<file path="src/rtl/mem_port_arbiter_pkg.sv">
// Shared types and constants for the unified-memory port arbiter.
// The state enum, requester IDs and default geometry live here.
package mem_port_arbiter_pkg;

    localparam int DEF_ADDR_WIDTH = 12;
    localparam int DEF_BYTE_SIZE  = 4;

    localparam logic REQ_IF = 1'b0;
    localparam logic REQ_DM = 1'b1;

    typedef enum logic {
        IDLE = 1'b0,
        RMW  = 1'b1
    } state_e;

endpackage

</file>
<file path="src/rtl/mem_port_arbiter_if.sv">
// Fetch, data and memory-side signals of the arbiter. The slave modport is
// the arbiter's view; master is the surrounding pipeline/memory view.
interface mem_port_arbiter_if #(
    parameter int ADDR_WIDTH = mem_port_arbiter_pkg::DEF_ADDR_WIDTH,
    parameter int BYTE_SIZE  = mem_port_arbiter_pkg::DEF_BYTE_SIZE
);
    localparam int DW = 8 * BYTE_SIZE;

    logic                  if_req;
    logic [ADDR_WIDTH-1:0] if_addr;
    logic                  if_gnt;
    logic                  if_valid;
    logic [DW-1:0]         if_rdata;

    logic                  dm_req;
    logic                  dm_we;
    logic                  dm_byte;
    logic [ADDR_WIDTH-1:0] dm_addr;
    logic [DW-1:0]         dm_wdata;
    logic                  dm_gnt;
    logic                  dm_valid;
    logic [DW-1:0]         dm_rdata;

    logic                  mem_we;
    logic [ADDR_WIDTH-1:0] mem_addr;
    logic [DW-1:0]         mem_wd;
    logic [DW-1:0]         mem_rd;

    modport slave (
        input  if_req, if_addr, dm_req, dm_we, dm_byte, dm_addr, dm_wdata, mem_rd,
        output if_gnt, if_valid, if_rdata, dm_gnt, dm_valid, dm_rdata,
               mem_we, mem_addr, mem_wd
    );

    modport master (
        output if_req, if_addr, dm_req, dm_we, dm_byte, dm_addr, dm_wdata, mem_rd,
        input  if_gnt, if_valid, if_rdata, dm_gnt, dm_valid, dm_rdata,
               mem_we, mem_addr, mem_wd
    );

endinterface

</file>
<file path="src/rtl/mem_port_arbiter_pick.sv">
// Combinational grant selector: fixed data-over-fetch priority by default,
// round-robin on conflict when MEM_ARB_RR_EN is defined.
module mem_arb_pick
    import mem_port_arbiter_pkg::*;
(
    input  logic en_i,
    input  logic if_req_i,
    input  logic dm_req_i,
`ifdef MEM_ARB_RR_EN
    input  logic ptr_i,
`endif
    output logic if_gnt_o,
    output logic dm_gnt_o
);

    always_comb begin
        // NOTE: every output gets a default first so no path leaves it unassigned (no latch).
        if_gnt_o = 1'b0;
        dm_gnt_o = 1'b0;
        if (en_i) begin
`ifdef MEM_ARB_RR_EN
            if (if_req_i && dm_req_i) begin
                dm_gnt_o = (ptr_i == REQ_DM);
                if_gnt_o = (ptr_i == REQ_IF);
            end else begin
                dm_gnt_o = dm_req_i;
                if_gnt_o = if_req_i;
            end
`else
            dm_gnt_o = dm_req_i;
            if_gnt_o = if_req_i && !dm_req_i;
`endif
        end
    end

endmodule

</file>
<file path="src/rtl/mem_port_arbiter.sv">
// Single-port arbiter/sequencer for the unified memory; byte stores run as a
// two-cycle read-modify-write. Define MEM_ARB_RR_EN for round-robin arbitration.
module mem_port_arbiter
    import mem_port_arbiter_pkg::*;
#(
    parameter int ADDR_WIDTH = DEF_ADDR_WIDTH,
    parameter int BYTE_SIZE  = DEF_BYTE_SIZE
) (
    input  logic               clk,
    input  logic               reset,
    mem_port_arbiter_if.slave  bus,
    output logic               busy
);

    localparam int DW = 8 * BYTE_SIZE;

    state_e                state_q, state_d;
    logic                  arb_en;
    logic                  if_gnt, dm_gnt;
    logic                  byte_store;
    logic                  if_valid_q, dm_valid_q;
    logic [DW-1:0]         if_rdata_q, dm_rdata_q, merge_q;
    logic [ADDR_WIDTH-1:0] rmw_addr_q;
    logic [7:0]            rmw_byte_q;
    logic                  mem_we;
    logic [ADDR_WIDTH-1:0] mem_addr;
    logic [DW-1:0]         mem_wd;

    // Reset gates the grants immediately, even while requests are held high.
    assign arb_en     = (state_q == IDLE) && !reset;
    assign byte_store = bus.dm_we && bus.dm_byte;

`ifdef MEM_ARB_RR_EN
    logic rr_ptr_q;

    always_ff @(posedge clk or posedge reset) begin
        if (reset)               rr_ptr_q <= REQ_DM;
        else if (if_gnt || dm_gnt) rr_ptr_q <= ~rr_ptr_q;
    end
`endif

    mem_arb_pick u_pick (
        .en_i     (arb_en),
        .if_req_i (bus.if_req),
        .dm_req_i (bus.dm_req),
`ifdef MEM_ARB_RR_EN
        .ptr_i    (rr_ptr_q),
`endif
        .if_gnt_o (if_gnt),
        .dm_gnt_o (dm_gnt)
    );

    always_comb begin
        state_d  = state_q;
        mem_we   = 1'b0;
        mem_addr = '0;
        mem_wd   = '0;
        case (state_q)
            IDLE: begin
                if (if_gnt) begin
                    mem_addr = bus.if_addr;
                end else if (dm_gnt) begin
                    mem_addr = bus.dm_addr;
                    if (bus.dm_we && !bus.dm_byte) begin
                        mem_we = 1'b1;
                        mem_wd = bus.dm_wdata;
                    end
                    if (byte_store) state_d = RMW;
                end
            end
            RMW: begin
                mem_we   = 1'b1;
                mem_addr = rmw_addr_q;
                mem_wd   = {merge_q[DW-1:8], rmw_byte_q};
                state_d  = IDLE;
            end
            default: state_d = IDLE;
        endcase
    end

    // NOTE: sequential state uses non-blocking assignments so every register samples pre-edge values.
    always_ff @(posedge clk or posedge reset) begin
        if (reset) begin
            state_q    <= IDLE;
            if_valid_q <= 1'b0;
            dm_valid_q <= 1'b0;
            if_rdata_q <= '0;
            dm_rdata_q <= '0;
            merge_q    <= '0;
            rmw_addr_q <= '0;
            rmw_byte_q <= '0;
        end else begin
            state_q    <= state_d;
            if_valid_q <= if_gnt;
            dm_valid_q <= (dm_gnt && !byte_store) || (state_q == RMW);
            if (if_gnt) if_rdata_q <= bus.mem_rd;
            if (dm_gnt && !bus.dm_we) dm_rdata_q <= bus.mem_rd;
            if (dm_gnt && byte_store) begin
                merge_q    <= bus.mem_rd;
                rmw_addr_q <= bus.dm_addr;
                rmw_byte_q <= bus.dm_wdata[7:0];
            end
        end
    end

    assign bus.if_gnt   = if_gnt;
    assign bus.dm_gnt   = dm_gnt;
    assign bus.if_valid = if_valid_q;
    assign bus.dm_valid = dm_valid_q;
    assign bus.if_rdata = if_rdata_q;
    assign bus.dm_rdata = dm_rdata_q;
    assign bus.mem_we   = mem_we;
    assign bus.mem_addr = mem_addr;
    assign bus.mem_wd   = mem_wd;
    assign busy         = (state_q == RMW);

endmodule

</file>
<file path="src/flat_wrapper.sv">
// flat-port wrapper written by rule: the top's interface ports become plain ports
module mem_port_arbiter_flat import mem_port_arbiter_pkg::*;
#(
    parameter int ADDR_WIDTH = DEF_ADDR_WIDTH,
    parameter int BYTE_SIZE  = DEF_BYTE_SIZE
)
  (clk, reset, busy, bus_if_req, bus_if_addr, bus_dm_req, bus_dm_we, bus_dm_byte, bus_dm_addr, bus_dm_wdata, bus_mem_rd, bus_if_gnt, bus_if_valid, bus_if_rdata, bus_dm_gnt, bus_dm_valid, bus_dm_rdata, bus_mem_we, bus_mem_addr, bus_mem_wd);
  mem_port_arbiter_if #(.ADDR_WIDTH(ADDR_WIDTH), .BYTE_SIZE(BYTE_SIZE)) bus_i ();
  input  logic clk;
  input  logic reset;
  output logic busy;
  input wire logic [$bits(bus_i.if_req)-1:0] bus_if_req;
  input wire logic [$bits(bus_i.if_addr)-1:0] bus_if_addr;
  input wire logic [$bits(bus_i.dm_req)-1:0] bus_dm_req;
  input wire logic [$bits(bus_i.dm_we)-1:0] bus_dm_we;
  input wire logic [$bits(bus_i.dm_byte)-1:0] bus_dm_byte;
  input wire logic [$bits(bus_i.dm_addr)-1:0] bus_dm_addr;
  input wire logic [$bits(bus_i.dm_wdata)-1:0] bus_dm_wdata;
  input wire logic [$bits(bus_i.mem_rd)-1:0] bus_mem_rd;
  output wire logic [$bits(bus_i.if_gnt)-1:0] bus_if_gnt;
  output wire logic [$bits(bus_i.if_valid)-1:0] bus_if_valid;
  output wire logic [$bits(bus_i.if_rdata)-1:0] bus_if_rdata;
  output wire logic [$bits(bus_i.dm_gnt)-1:0] bus_dm_gnt;
  output wire logic [$bits(bus_i.dm_valid)-1:0] bus_dm_valid;
  output wire logic [$bits(bus_i.dm_rdata)-1:0] bus_dm_rdata;
  output wire logic [$bits(bus_i.mem_we)-1:0] bus_mem_we;
  output wire logic [$bits(bus_i.mem_addr)-1:0] bus_mem_addr;
  output wire logic [$bits(bus_i.mem_wd)-1:0] bus_mem_wd;
  assign bus_i.if_req = bus_if_req;
  assign bus_i.if_addr = bus_if_addr;
  assign bus_i.dm_req = bus_dm_req;
  assign bus_i.dm_we = bus_dm_we;
  assign bus_i.dm_byte = bus_dm_byte;
  assign bus_i.dm_addr = bus_dm_addr;
  assign bus_i.dm_wdata = bus_dm_wdata;
  assign bus_i.mem_rd = bus_mem_rd;
  assign bus_if_gnt = bus_i.if_gnt;
  assign bus_if_valid = bus_i.if_valid;
  assign bus_if_rdata = bus_i.if_rdata;
  assign bus_dm_gnt = bus_i.dm_gnt;
  assign bus_dm_valid = bus_i.dm_valid;
  assign bus_dm_rdata = bus_i.dm_rdata;
  assign bus_mem_we = bus_i.mem_we;
  assign bus_mem_addr = bus_i.mem_addr;
  assign bus_mem_wd = bus_i.mem_wd;
  mem_port_arbiter #(.ADDR_WIDTH(ADDR_WIDTH), .BYTE_SIZE(BYTE_SIZE)) u_core (.clk(clk), .reset(reset), .bus(bus_i), .busy(busy));
endmodule
</file>
<file path="config.mk">
export PLATFORM = sky130hd
export DESIGN_NAME = mem_port_arbiter_flat
export DESIGN_NICKNAME = d
export VERILOG_FILES = /design/src/rtl/mem_port_arbiter_pkg.sv /design/src/rtl/mem_port_arbiter_if.sv /design/src/rtl/mem_port_arbiter_pick.sv /design/src/rtl/mem_port_arbiter.sv /design/src/flat_wrapper.sv
export SDC_FILE = /design/constraint.sdc
export NUM_CORES = 1
export LEC_CHECK = 0
export BUFFER_PORTS_ARGS = -buffer_cell sky130_fd_sc_hd__buf_2
export CORE_MARGIN = 3
export CORE_UTILIZATION = 43
export DETAILED_ROUTE_END_ITERATION = 16
export PLACE_DENSITY = 0.85
export SLEW_MARGIN = 20
export SYNTH_ARGS = -nofsm -noshare
export SYNTH_HDL_FRONTEND = slang
export SYNTH_SLANG_ARGS = --single-unit
</file>
<file path="constraint.sdc">
create_clock -name clk -period 3.9 [get_ports clk]
set_input_delay 0.78 -clock clk [delete_from_list [all_inputs] [get_ports clk]]
set_output_delay 0.78 -clock clk [all_outputs]
set_load 0.05 [all_outputs]
</file>
==> impl_metrics.toml, run 1 <==
[sta]
fmax_mhz = 297.7
period_share_pct = 86.13
hold_violations = 0
relSlewSlack_pct = 47.74
worst_clock_skew_ns = 0.01016
worst_pin_slew_ns = 0.7839
setup_ws_ns = 0.5409
fin_hold_ws_ns = 0.4945
finalSetupTns_ns = 0
fin_crit_ns = 3.359
slew_viol_final = 0
setup_viol = 0
rsz0062_at_grt = "no"

[pwr]
leakage_nw = 3.031
cellPowerDensity_nw_per_um2 = 538.8
ir_worst_vdd_mv = 0.3058
p_total_mw = 3.263

[setup_path]
worstPathMaxFanout = 33
critPathKind = "input port to output pin"
crit_path_start_kind = "input port"
rr_startpoint = "u_core.busy$_DFF_PP0_"
crit_required_ns = 3.12
crit_start = "reset"
critPathCaptureType = "output pin"
cp.arrival_ns = 2.58

[logic_synthesis]
ys.warnings.count = 0
synth_fp_nets = 417
ys_seq_area_share_pct = 58.41
syn_inst = 323
synth_flop_cell = "dfrtp_1"
ys_ff_latch = 111
synth_area_sq_um = 4756
synth_edf_count = 0
syn_area_per_cell_sq_um = 14.72
async_flop_share_pct = 100.0
synth_cell_type_count = 21

[clock_tree]
holdBufCountCts = 0
clkTransAtPathRegs_ns = 0.09
clockBufferDepth = 2
cts_tree = "yes"
numClockSinks = 111
postCtsSetupBuffers = 0
h-tree-depth = 3
cts-resized-gates = 0
cts_buffers = 9
clock_latency_ns = 0.36
cts-root-buf = "clkbuf_8"

[final_layout]
layout-drive-gt1-share_pct = 58.60
finalCoreUtilization_pct = 57.39
final_common_cell = "buf_2"
synthToLayoutAreaGrowth_pct = 27.36
final_net_count = 618
most-common-layout-cells = "buf_2 (206), dfrtp_1 (110), mux2_2 (74)"
n_fill_cell = 875
diodes = 0
stdcell_count = 665
fin_area_sq_um = 6057

[run]
cap_violations = 0

[routing]
vias = 3437
routedWlPerCell_um = 16.89
routed_via_density = 5.168
drtPass1Iterations = 5
drc = 0
detail-route-antenna-nets = 0
postRouteWirelength_um = 11230
drtIter0Drc = 137

[floorplanning]
start_util_pct = 45.06
io_pins = 208
rows = 37
die_y_um = 111.2
coreArea_sq_um = 10560
die-area_sq_um = 12360
die_w_um = 111.2

[placed_design]
dpl.cell_count = 649
place_area_sq_um = 5884
place_congestion = 0.8914
pre_cts_slack_ns = 0.5442
io_buffers = 207
dpl.hpwl_um = 8247

[global_route]
grt_max_degree = 60
grt_overflow_total = 0
grt_usage_pct = 18.05
first_global_vias = 3627
grt_first_pass_wirelength_um = 18280
antenna_found_initial = 0

[hold_path]
hp-class = "flip-flop to flip-flop"
hp-start = "u_core.rmw_addr_q[0]$_DFFE_PP0P_"

[status]
status = "finished, final reports clean"
power breakdown:
group	switching [mW]	total (mW)	internal, mW	leakage [nW]
combinational	0.796	1.13	0.334	1.63
sequential	0.127	1.52	1.39	1.33
clock	0.380	0.617	0.236	0.0793
synthesized netlist by cell type (3+ instances only):
cell type  count  area, sq um
inv_1         15        56.30
a21oi_1       12        60.06
a221oi_1      12        105.1
mux2_2        74        833.3
a22o_1        31        271.5
buf_4          3        22.52
buf_2          5        25.02
dfrtp_1      111         2778
clkbuf_1       8        30.03
mux2_1        34        382.9
buf_6          8        90.09
sequential cells by signal, summed over array words and instances (netlist names):
register / cells
u_core.bus.if_rdata: 32
u_core.rmw_addr_q: 12
u_core.rmw_byte_q: 8
u_core.bus.dm_rdata: 32
u_core.bus.dm_valid: 1
u_core.bus.if_valid: 1
u_core.merge_q: 24
u_core.busy: 1
final timing paths:
check / endpoint / slack [ns] / cells past startpoint
worst max-delay path: bus_mem_wd[30] / 0.54 / 6
worst min-delay path: u_core.rmw_addr_q[0]$_DFFE_PP0P_ / 0.49 / 1
worst max register to register: u_core.bus.dm_rdata[20]$_DFFE_PP0P_ / 1.65 / 4
worst min register to register: u_core.rmw_addr_q[0]$_DFFE_PP0P_ / 0.49 / 1
max in group asynchronous: u_core.busy$_DFF_PP0_ / 2.56 / 3
min in group asynchronous: u_core.bus.dm_rdata[29]$_DFFE_PP0P_ / 0.56 / 2
per-layer routing:
metal  GRT usage, %  part of all wire, %  up-vias
met3          5.295                  7.4       11
met5              0                    0        -
met4          4.947                  1.2        0
met1          21.83                   41     1719
met2          31.40                   51      128
li1               -                    -     1579
worst max-delay path: stages:
cell and delay, ns:
buf_2 0.14, or3b_1 0.53, nor3b_4 0.24, buf_4 0.39, a32o_1 0.23, buf_2 0.26
cells by family after synthesis:
kind of cell | after synthesis | synth area share, %
AOI/OAI and AO/OA | 57 | 9.550
buffers and inverters | 39 | 4.709
DFF | 111 | 58.41
muxes | 108 | 25.57
and+or+nand+nor | 8 | 1.763
cell type report:
class	instances	area, sq um	area share [%]
flip-flops and latches	111	2779	45.88
multi-input cells	173	1760	29.06
repair buffers	214	1116	18.43
well taps	136	170.2	2.809
clock buffers	10	127.6	2.107
inverters	15	58.81	0.9709
clock inverters	6	45.04	0.7436
Power figures use the tool's default switching activity.
==> run 2: changes to the inputs <==
CORE_ASPECT_RATIO = 1.75   (was unset)
PLACE_DENSITY = 0.78   (was 0.85)
SETUP_SLACK_MARGIN = 0.1   (was unset)
==> run 2 against run 1 <==
  * Sequential power about the same
  * Highest routed layer unchanged
  * Largest power group unchanged
  * Core utilization is 0.38 points higher
  * Global-route usage rose by 1.2 points
  * Critical endpoint is now bus_mem_wd[15]
  * Critical path type is now flip-flop to output pin
  * Cell area rose by 2.6%
  * Fmax up 1.2%
==> impl_metrics.toml, run 2 (synthesis results as in run 1) <==
[routing]
drc = 0
drtPass1Iterations = 5
drtIter0Drc = 88
routed_via_density = 5.241
postRouteWirelength_um = 11650
routedWlPerCell_um = 17.57
detail-route-antenna-nets = 0
vias = 3475

[status]
status = "finished, final reports clean"

[pwr]
power_frac_comb_pct = 30.7
pwr-share-clk_pct = 27.7
p_total_mw = 3.671
seq_power_share_pct = 41.5
swShare_pct = 36.58
ir_worst_vdd_mv = 0.3571
cellPowerDensity_nw_per_um2 = 590.6
p_sw_mw = 1.343
p_int_mw = 2.328
leakage_nw = 3.128

[setup_path]
cpMaxStageDelayCell = "or3b_1"
rr_startpoint = "u_core.busy$_DFF_PP0_"
cpPeakStageDelay_ns = 0.61
cp_num_cells = 5
reg2reg_to = "u_core.merge_q[31]$_DFFE_PP0P_"
critPathKind = "flip-flop to output pin"
endpoint = "bus_mem_wd[15]"
worstPathMaxFanout = 24
crit_path_start_kind = "flip-flop"
cp.arrival_ns = 2.54
critPathCaptureType = "output pin"
rrSetupSlack_ns = 1.47
reg2reg_depth = 3
critical_path_buf_inv_count = 2
crit_required_ns = 3.12
crit_start = "u_core.busy$_DFF_PP0_"
cp_top_family = "simple AND/OR/NAND/NOR gates"
cp_cell_sequence = "or3b_1, nor3b_4, buf_4, a22o_1, buf_2"

[floorplanning]
rows = 50
die_w_um = 85.50
die_y_um = 145.1
die-area_sq_um = 12410
coreArea_sq_um = 10760
start_util_pct = 44.20
io_pins = 208

[final_layout]
final_common_cell = "buf_2"
finalCoreUtilization_pct = 57.77
synthToLayoutAreaGrowth_pct = 30.70
n_fill_cell = 890
most-common-layout-cells = "buf_2 (207), dfrtp_1 (110), mux2_2 (74)"
final_net_count = 621
stdcell_count = 663
layout-drive-gt1-share_pct = 59.02

[clock_tree]
h-tree-depth = 3
holdBufCountCts = 0
cts_buffers = 9
cts-root-buf = "clkbuf_16"
clkTransAtPathRegs_ns = 0.07
clock_latency_ns = 0.34
postCtsSetupBuffers = 0
cts-resized-gates = 0
numClockSinks = 111
clockBufferDepth = 2
cts_tree = "yes"

[placed_design]
dpl.cell_count = 646
io_buffers = 207
dpl.hpwl_um = 8627
place_congestion = 0.8304

[sta]
relSlewSlack_pct = 46.44
slew_viol_final = 0
hold_violations = 0
finalSetupTns_ns = 0
fmax_mhz = 301.3
rsz0062_at_grt = "no"
setup_viol = 0
worst_pin_slew_ns = 0.8034
worst_clock_skew_ns = 0.008193
period_share_pct = 85.11
fin_crit_ns = 3.319

[global_route]
grt_overflow_total = 0
grt_max_degree = 46
grt_usage_pct = 19.22
first_global_vias = 3697
antenna_found_initial = 1
grt_first_pass_wirelength_um = 18660

[hold_path]
hp-class = "input port to asynchronous set/reset pin"

[run]
cap_violations = 0
==> run 2: cell type report <==
type / count / area [sq um] / area share [%]
multi-input combinational: 173 / 1760 / 28.32
tap: 130 / 162.7 / 2.617
inverter: 15 / 58.81 / 0.9461
antenna: 1 / 2.502 / 0.04026
timing repair buffer: 217 / 1111 / 17.87
clock buffer: 11 / 252.7 / 4.066
clock inverter: 5 / 88.84 / 1.429
sequential: 111 / 2779 / 44.71
==> run 2: power by group through the flow <==
stage / Clock, mW / Combinational [mW] / Sequential (mW)
detailed placement: 0 / 1.14 / 1.54
finish: 1.02 / 1.13 / 1.52
CTS: 1.05 / 1.14 / 1.53
floorplan: 0 / 0.374 / 1.99
global route: 1.09 / 1.19 / 1.55
global placement: 0 / 1.12 / 1.53
==> run 2: stage by stage <==
stage	worst slack, ns	area, sq um	hold slack, ns
after floorplan	0.1893	4756	0.4581
after global placement	0.7302	5872	0.4653
after detailed placement	0.6549	5872	0.4760
after CTS	0.5486	6213	0.4596
after global routing	0.4319	6216	0.4773
final	0.5809	6216	0.4630
==> run 2: metal layers <==
metal / vias up / routed length (um) / global-route usage [%]
li1: 1585 / - / -
met1: 1719 / 4104 / 20.38
met2: 146 / 6496 / 35.48
met3: 25 / 726 / 4.205
met4: 0 / 322 / 8.162
met5: - / 0 / 0
==> run 2: how the worst min path moves through the flow <==
stage | startpoint | endpoint | slack (ns)
6_report | reset | u_core.bus.dm_rdata[13]$_DFFE_PP0P_ | 0.46
3_3_place_gp | u_core.bus.dm_rdata[26]$_DFFE_PP0P_ | u_core.bus.dm_rdata[26]$_DFFE_PP0P_ | 0.47
2_1_floorplan | u_core.rmw_addr_q[0]$_DFFE_PP0P_ | u_core.rmw_addr_q[0]$_DFFE_PP0P_ | 0.46
3_5_place_dp | u_core.rmw_addr_q[0]$_DFFE_PP0P_ | u_core.rmw_addr_q[0]$_DFFE_PP0P_ | 0.48
5_1_grt | reset | u_core.bus.dm_rdata[14]$_DFFE_PP0P_ | 0.48
4_1_cts | reset | u_core.bus.dm_rdata[14]$_DFFE_PP0P_ | 0.46
==> run 3: changes to the inputs <==
--- a/config.mk
+++ b/config.mk
@@ -7,7 +7,8 @@
 export LEC_CHECK = 0
 export BUFFER_PORTS_ARGS = -buffer_cell sky130_fd_sc_hd__buf_2
-export CORE_ASPECT_RATIO = 1.75
+export CORE_ASPECT_RATIO = 0.5
 export CORE_MARGIN = 3
 export CORE_UTILIZATION = 43
+export CTS_BUF_LIST = sky130_fd_sc_hd__clkbuf_16
 export DETAILED_ROUTE_END_ITERATION = 16
 export PLACE_DENSITY = 0.78
==> constraint.sdc (replaced) <==
create_clock -name clk -period 3.9 [get_ports clk]
set_input_delay 0.39 -clock clk [delete_from_list [all_inputs] [get_ports clk]]
set_output_delay 0.39 -clock clk [all_outputs]
set_load 0.05 [all_outputs]
==> run 3 against run 2 <==
  * Die area grew 0.22%
  * Sequential power about the same
  * Sequential share of layout area increased by 0.58 points
  * Critical endpoint is now bus_mem_addr[0]
  * Worst setup slack improved by 0.52 ns
  * Flip-flop and latch count did not move
  * Largest power group unchanged
  * Clock-buffer cell count shrank 2
  * Clock skew is 0.00081 ns lower
  * Cell area shrank 1.3%
  * Cell count is 0.75% higher
  * Critical path depth rose by 1
  * Clock power fell by 15%
==> impl_metrics.toml, run 3 (synthesis results as in run 1) <==
[floorplanning]
rows = 26
die_w_um = 154.7
coreArea_sq_um = 10480
die_y_um = 80.37
io_pins = 208
start_util_pct = 45.40
die-area_sq_um = 12430

[sta]
worst_pin_slew_ns = 0.9253
setup_viol = 0
fin_hold_ws_ns = 0.2337
worst_clock_skew_ns = 0.007382
hold_violations = 0
finalSetupTns_ns = 0
slew_viol_final = 0
fmax_mhz = 357.1
relSlewSlack_pct = 38.19
fin_crit_ns = 2.801
period_share_pct = 71.81
rsz0062_at_grt = "no"

[setup_path]
reg2reg_depth = 4
endpoint = "bus_mem_addr[0]"
crit_path_start_kind = "flip-flop"
critPathCaptureType = "output pin"
reg2reg_to = "u_core.bus.dm_rdata[9]$_DFFE_PP0P_"
cp.arrival_ns = 2.41
rrSetupSlack_ns = 1.57
rr_startpoint = "u_core.busy$_DFF_PP0_"
crit_required_ns = 3.51
critPathKind = "flip-flop to output pin"
worstPathMaxFanout = 60
crit_start = "u_core.busy$_DFF_PP0_"

[clock_tree]
clockBufferDepth = 2
cts_tree = "yes"
cts-resized-gates = 0
cts_buffers = 9
h-tree-depth = 3
cts-root-buf = "clkbuf_16"
numClockSinks = 111
clkTransAtPathRegs_ns = 0.06
postCtsSetupBuffers = 0
clock_latency_ns = 0.33
holdBufCountCts = 0

[routing]
routedWlPerCell_um = 17.02
drtIter0Drc = 200
postRouteWirelength_um = 11370
detail-route-antenna-nets = 0
drc = 0
vias = 3424
drtPass1Iterations = 4
routed_via_density = 5.126

[placed_design]
place_area_sq_um = 5854
io_buffers = 207
dpl.hpwl_um = 8287
dpl.cell_count = 652
place_congestion = 0.8031

[pwr]
power_frac_comb_pct = 32.2
pwr-share-clk_pct = 24.6
leakage_nw = 3.076
swShare_pct = 37.03
ir_worst_vdd_mv = 0.2538
cellPowerDensity_nw_per_um2 = 571.4
p_sw_mw = 1.298
seq_power_share_pct = 43.2
p_total_mw = 3.506
p_int_mw = 2.208

[status]
status = "finished, final reports clean"

[global_route]
grt_usage_pct = 18.11
grt_max_degree = 88
grt_overflow_total = 0
grt_first_pass_wirelength_um = 17860
antenna_found_initial = 0
first_global_vias = 3475

[final_layout]
final_common_cell = "buf_2"
stdcell_count = 668
diodes = 0
n_fill_cell = 880
final_net_count = 617
seqCellArea_sq_um = 2779
layout-drive-gt1-share_pct = 57.77
synthToLayoutAreaGrowth_pct = 29.02
fin_area_sq_um = 6136
multi_input_area_sq_um = 1760
most-common-layout-cells = "buf_2 (207), dfrtp_1 (110), mux2_2 (74)"

[hold_path]
hp-class = "input port to asynchronous set/reset pin"

[run]
cap_violations = 0
==> run 3: power by group through the flow <==
stage                     combinational [mW]  sequential (mW)  clock (mW)
final                                   1.13             1.51       0.862
after global routing                    1.19             1.54       0.938
after CTS                               1.14             1.51       0.893
after detailed placement                1.14             1.54           0
after global placement                  1.12             1.53           0
after floorplan                        0.374             1.99           0
==> run 3: area by class of cell <==
class	instances	area share [%]
clock buffer	9	3.670
clock inverter	7	0.8768
multi-input combinational	173	28.69
tap	140	2.855
inverter	15	0.9992
timing repair buffer	213	17.62
sequential	111	45.29
==> run 3: stage by stage <==
stage	worst slack, ns	utilization [%]
floorplan	0.5793	-
global placement	1.413	55.89
detailed placement	1.378	55.89
CTS	1.082	58.55
global route	0.8944	58.58
finish	1.099	58.58
==> run 3: routing by layer <==
| layer | track usage [%] | up-vias | share of wire [%] |
|---|---|---|---|
| li1 | - | 1583 | - |
| met1 | 21.31 | 1741 | 40 |
| met2 | 33.61 | 78 | 54 |
| met3 | 3.552 | 22 | 3.9 |
| met4 | 6.079 | 0 | 2.1 |
| met5 | 0 | - | 0 |
==> run 3: worst min path at each step <==
stage / end / slack [ns] / depth (start not counted)
final: u_core.rmw_byte_q[4]$_DFFE_PP0P_ / 0.23 / 2
after global routing: u_core.rmw_addr_q[2]$_DFFE_PP0P_ / 0.28 / 2
after CTS: u_core.rmw_addr_q[11]$_DFFE_PP0P_ / 0.28 / 2
after detailed placement: u_core.bus.dm_rdata[26]$_DFFE_PP0P_ / 0.47 / 1
after global placement: u_core.bus.dm_rdata[26]$_DFFE_PP0P_ / 0.46 / 1
after floorplan: u_core.rmw_addr_q[0]$_DFFE_PP0P_ / 0.46 / 1
==> run 3: worst max-delay path, cell delays in order, from the launching register on <==
cell and delay [ns]:
dfrtp_2 0.40, buf_4 0.32, nor4b_2 0.38, buf_4 0.35
a221oi_1 0.15, a21oi_1 0.18, buf_2 0.28
